===== config.mk =====
export PLATFORM = sky130hd
export DESIGN_NAME = hilo_muldiv_unit
export DESIGN_NICKNAME = d
export VERILOG_FILES = /design/src/rtl/hilo_muldiv_unit.sv
export SDC_FILE = /design/constraint.sdc
export NUM_CORES = 1
export LEC_CHECK = 0
export ABC_AREA = 1
export BUFFER_PORTS_ARGS = -buffer_cell sky130_fd_sc_hd__clkbuf_2
export CAP_MARGIN = 10
export CORE_MARGIN = 3
export CORE_UTILIZATION = 40
export CTS_CLUSTER_DIAMETER = 60
export DETAILED_ROUTE_END_ITERATION = 16
export HOLD_SLACK_MARGIN = 0.08
export PLACE_DENSITY = 0.59
export SLEW_MARGIN = 10
export SYNTH_ARGS = -nofsm -noshare
export SYNTH_HDL_FRONTEND = slang
export SYNTH_SLANG_ARGS = --single-unit

===== constraint.sdc =====
create_clock -name Clk -period 4.05 [get_ports Clk]
set_input_delay 0.2025 -clock Clk [delete_from_list [all_inputs] [get_ports Clk]]
set_output_delay 0.2025 -clock Clk [all_outputs]
set_load 0.1 [all_outputs]

===== src/rtl/hilo_muldiv_unit.sv =====
// Iterative multiply/accumulate unit owning the architectural Hi/Lo pair.
// Define HILO_DIV_EN to add the restoring divider for DIV/DIVU.
module hilo_muldiv_unit #(
    parameter int unsigned BITS_PER_CYCLE = 1
) (
    input  logic        Clk,
    input  logic        Reset,
    input  logic        Start,
    input  logic [2:0]  Op,
    input  logic [31:0] A,
    input  logic [31:0] B,
    output logic [63:0] HiLo,
    output logic        Busy,
    output logic        Done
);

    localparam int unsigned N = 32 / BITS_PER_CYCLE;

    localparam logic [2:0] OP_MULT  = 3'b000;
    localparam logic [2:0] OP_MULTU = 3'b001;
    localparam logic [2:0] OP_MADD  = 3'b010;
    localparam logic [2:0] OP_MSUB  = 3'b011;
    localparam logic [2:0] OP_MTHI  = 3'b100;
    localparam logic [2:0] OP_MTLO  = 3'b101;
    localparam logic [2:0] OP_DIV   = 3'b110;
    localparam logic [2:0] OP_DIVU  = 3'b111;

    typedef enum logic [1:0] {IDLE, ITER, FINAL, DONE} state_t;

    state_t      st, st_nxt;
    logic [5:0]  cnt;
    logic [2:0]  op_q;
    logic        neg_q;
    logic [63:0] acc, mcand;
    logic [31:0] opb;
    logic [31:0] hi, lo;

    logic        accept, is_iter_op, signed_op;
    logic [31:0] a_mag, b_mag;
    logic [63:0] acc_step, mcand_step;
    logic [31:0] opb_step;
    logic [63:0] prod, res;

`ifdef HILO_DIV_EN
    logic        sa_q, dz_q;
    logic [31:0] a_q;
    logic [32:0] rem33;
    logic [31:0] quo_fix, rem_fix;
`endif

    assign HiLo   = {hi, lo};
    assign accept = Start && (st == IDLE || st == DONE);

    always_comb begin
        is_iter_op = ~Op[2];
        signed_op  = ~Op[2] && (Op != OP_MULTU);
`ifdef HILO_DIV_EN
        if (Op == OP_DIV || Op == OP_DIVU) is_iter_op = 1'b1;
        if (Op == OP_DIV) signed_op = 1'b1;
`endif
        a_mag = (signed_op && A[31]) ? -A : A;
        b_mag = (signed_op && B[31]) ? -B : B;
    end

    always_ff @(posedge Clk or negedge Reset) begin
        if (!Reset) st <= IDLE;
        else        st <= st_nxt;
    end

    always_comb begin
        st_nxt = st;
        Busy   = 1'b0;
        Done   = 1'b0;
        case (st)
            IDLE, DONE: begin
                Done   = (st == DONE);
                st_nxt = Start ? (is_iter_op ? ITER : DONE) : IDLE;
            end
            ITER: begin
                Busy = 1'b1;
                if (cnt == 6'd1) st_nxt = FINAL;
            end
            FINAL: begin
                Busy   = 1'b1;
                st_nxt = DONE;
            end
            default: st_nxt = IDLE;
        endcase
    end

    // One iteration: BITS_PER_CYCLE shift-add steps, or restoring-divide steps
    // with acc holding {remainder, dividend/quotient}.
    always_comb begin
        acc_step   = acc;
        mcand_step = mcand << BITS_PER_CYCLE;
        opb_step   = opb >> BITS_PER_CYCLE;
`ifdef HILO_DIV_EN
        rem33 = '0;
        if (op_q[2]) begin
            mcand_step = mcand;
            opb_step   = opb;
            for (int unsigned i = 0; i < BITS_PER_CYCLE; i++) begin
                rem33 = {acc_step[63:32], acc_step[31]};
                acc_step[31:0] = {acc_step[30:0], 1'b0};
                if (rem33 >= {1'b0, opb}) begin
                    rem33 = rem33 - {1'b0, opb};
                    acc_step[0] = 1'b1;
                end
                acc_step[63:32] = rem33[31:0];
            end
        end else
`endif
        begin
            for (int unsigned i = 0; i < BITS_PER_CYCLE; i++) begin
                if (opb[i]) acc_step = acc_step + (mcand << i);
            end
        end
    end

    always_comb begin
        prod = neg_q ? -acc : acc;
        res  = {hi, lo};
`ifdef HILO_DIV_EN
        quo_fix = neg_q ? -acc[31:0]  : acc[31:0];
        rem_fix = sa_q  ? -acc[63:32] : acc[63:32];
`endif
        case (op_q)
            OP_MULT, OP_MULTU: res = prod;
            OP_MADD:           res = {hi, lo} + prod;
            OP_MSUB:           res = {hi, lo} - prod;
`ifdef HILO_DIV_EN
            OP_DIV, OP_DIVU:   res = dz_q ? {a_q, 32'hFFFF_FFFF} : {rem_fix, quo_fix};
`endif
            default:           res = {hi, lo};
        endcase
    end

    always_ff @(posedge Clk or negedge Reset) begin
        if (!Reset) begin
            cnt   <= '0;
            op_q  <= '0;
            neg_q <= 1'b0;
            acc   <= '0;
            mcand <= '0;
            opb   <= '0;
            hi    <= '0;
            lo    <= '0;
`ifdef HILO_DIV_EN
            sa_q  <= 1'b0;
            dz_q  <= 1'b0;
            a_q   <= '0;
`endif
        end else if (accept) begin
            op_q  <= Op;
            neg_q <= signed_op && (A[31] ^ B[31]);
            cnt   <= 6'(N);
            acc   <= '0;
            mcand <= {32'b0, a_mag};
            opb   <= b_mag;
            if (Op == OP_MTHI) hi <= A;
            if (Op == OP_MTLO) lo <= A;
`ifdef HILO_DIV_EN
            sa_q <= signed_op && A[31];
            dz_q <= (B == '0);
            a_q  <= A;
            if (Op == OP_DIV || Op == OP_DIVU) acc <= {32'b0, a_mag};
`endif
        end else if (st == ITER) begin
            acc   <= acc_step;
            mcand <= mcand_step;
            opb   <= opb_step;
            cnt   <= cnt - 6'd1;
        end else if (st == FINAL) begin
            {hi, lo} <= res;
        end
    end

endmodule


==> run metrics <==
chip width=253.6 µm; critical path startpoint category=register; Core Area=60,470 µm²; Total Routed Length=128,900 µm; clock buffer count from CTS=40; vias in the first global route=a little under 30,000; worst skew pair latency=0.58 ns; DRT iter0 DRCs=roughly 3,600; flip-flop and latch area=5924 µm²; Mapped Cells=3,963; Area contributors post-synth=dfrtp_1, nand2_1, inv_1; relative slew slack=between 10% and 20%; Tmin final=4.873 ns; critical path launch point=acc[1]$_DFFE_PN0P_; CP most frequent cell=inv_2; critical path peak fanout=5; Syn. warnings=0; initial antenna violation count=9; most frequent cells in the layout=buf_4, nand2_1, inv_1, nor2_1, a21oi_1; CP Class=reg2reg; maxcap violations=0; Synth async-reset ratio=100.0%; min setup slack post-route=-0.8229 ns; unrepaired setup endpoints after global routing=true; Syn-to-layout area delta=51.65%; post-DP HPWL=101,200 µm; cell count after placement=~5,500; endpoints failing hold=0; starting density of the core=40.54%; drt drc=0; fin cells=5,748; most common cell after layout, fill and taps aside=buf_4; Least-Margin Pin Slew=~1.3 ns; Tot GR Track Use=38.78%; layout cells sized above 1=34.62%; Worst Skew=0.02321 ns; sequential fraction of the synthesis area=24.09%; GRT overflow=0; # IOs=136; number of flops mapped to enable cells by yosys=0; CP top delay family=simple AND/OR/NAND/NOR gates; number of clock sinks=236; global-route wire length before repair=about 190,000 µm; CTS max path bufs=3; FF+latch count, synth=236; I/O Buffers=about 140; Avg WL per Cell=22.42 µm; CP Capture Point=hi[14]$_DFFE_PN0P_; CP endpoint kind=register; via/cell ratio=5.637; Core Rows=90; die span in y=253.6 µm; CTS H-tree depth=2; Max Freq=0.2052 GHz; Worst R2R Setup Slack=-0.82 ns; Fillers=5,645; Critical Path Max Stage Delay=0.39 ns; Antenna Violating Nets Remaining=0; synthesized area=24,520 µm²; Die Area=approximately 64,000 µm²; Routability Congestion=roughly 1.1; critical path arrival=around 5.4 ns; root buffer cell=clkbuf_16; Vias=32,400; slowest CP cell=dfrtp_1; critical path depth in cells=35; library cells used by synthesis=63; CTS tree=yes; r2r worst-path depth=35; WHS=0.08614 ns; layout net count=5,140; Worst R2R End=hi[14]$_DFFE_PN0P_; Final Max Tran Viols=0; failing checks=setup timing; synthesized area per cell=6.187 µm²; largest net degree at the start of global routing=99; final setup TNS=-24.95 ns; final setup vio count=47; CP Buf/Inv Count=10; Hold Crit Class=in2reg; multi-input logic area=18,870 µm²; clock transition at the registers of the reported paths=around 0.060 ns; Initial DRT Pass Iterations=5; period utilisation layout=120.3%; status=finished, violations left; CP required=4.54 ns; Critical R2R Launch=acc[1]$_DFFE_PN0P_; Layout Utilization=61.49%; Synth top area share=about a quarter; prevailing post-synth register cell=dfrtp_1; post-synth top area cell=dfrtp_1; Mapped Nets=4,170
-- sequential cells by signal, indices dropped and copies added (netlist names) --
name,flops
acc,64
cnt,6
op_q,3
st,2
opb,32
mcand,64
neg_q,1
lo,32
hi,32
-- logic make-up after synthesis --
logic type      share of synthesized area [%]
compound gates                          22.25
fa+ha+maj                               7.053
flops                                   24.09
xor+xnor                                3.072
buf+inv                                 11.02
simple gates                            32.51
-- metrics by stage --
step / setup WS [ns] / instance area, µm²
2_1_floorplan: 0.01193 / 24530
3_3_place_gp: -1.329 / 31180
3_5_place_dp: -1.295 / 31180
4_1_cts: -0.7138 / 35330
5_1_grt: -0.9895 / 37170
6_report: -0.8229 / 37180
-- how the worst min path moves through the flow --
stage,from,end,slack (ns),cells past startpoint
CTS,A[1],mcand[3]$_DFFE_PN0P_,0.08,4
floorplan,Reset,acc[0]$_DFFE_PN0P_,-0.09,0
detailed placement,Reset,hi[14]$_DFFE_PN0P_,0.17,1
finish,A[0],mcand[3]$_DFFE_PN0P_,0.09,4
global route,A[27],lo[27]$_DFFE_PN0P_,0.13,3
global placement,Reset,hi[13]$_DFFE_PN0P_,0.18,1
-- worst reg2reg max path, delay by kind of cell, from the launching register on --
family,cells,cell delay (ns)
and+or+nand+nor,17,1.93
DFF,1,0.39
xor gates and xnor gates,1,0.13
AOI/OAI and AO/OA,5,0.95
buffers and inverters,10,0.88
adders and majority gates,2,0.51
-- synthesized netlist by cell type (all sizes together), types with 24 or more instances --
library cell and number:
xor2 55, o211ai 26, o22ai 58, nand2 876
o221ai 33, nor2 582, ha 135, inv 607
a21oi 343, dfrtp 236, o21ai 333, a31oi 60
clkbuf 73, xnor2 31, nand4 50, nand3 233
nor3 47, buf 24
-- timing repair --
action,in CTS,in global routing
hold endpoints to repair,109,0
hold buffers,71,0
resized for setup,426,396
pin swaps,114,147
buffers inserted,82,46
endpoints found under the setup margin,52,62
-- layer usage --
metal  share of wire, %  vias to the layer above  track usage (%)
met3                 11                      306            8.300
met5               0.13                        -                0
li1                   -                    15120                -
met4                4.5                       10            13.97
met1                 42                    15360            54.29
met2                 43                     1600            58.80
-- layout make-up --
class | instances | area share, %
inverters | 612 | 6.195
well taps | 782 | 2.632
repair buffers | 1025 | 20.91
clock buffers | 50 | 2.901
clock inverters | 22 | 0.6663
flip-flops and latches | 236 | 15.93
multi-input cells | 3018 | 50.74
diodes | 3 | 0.02019
Power is not shown: default switching activity piles up to over one toggle a cycle in this logic, so the estimate is an artifact.
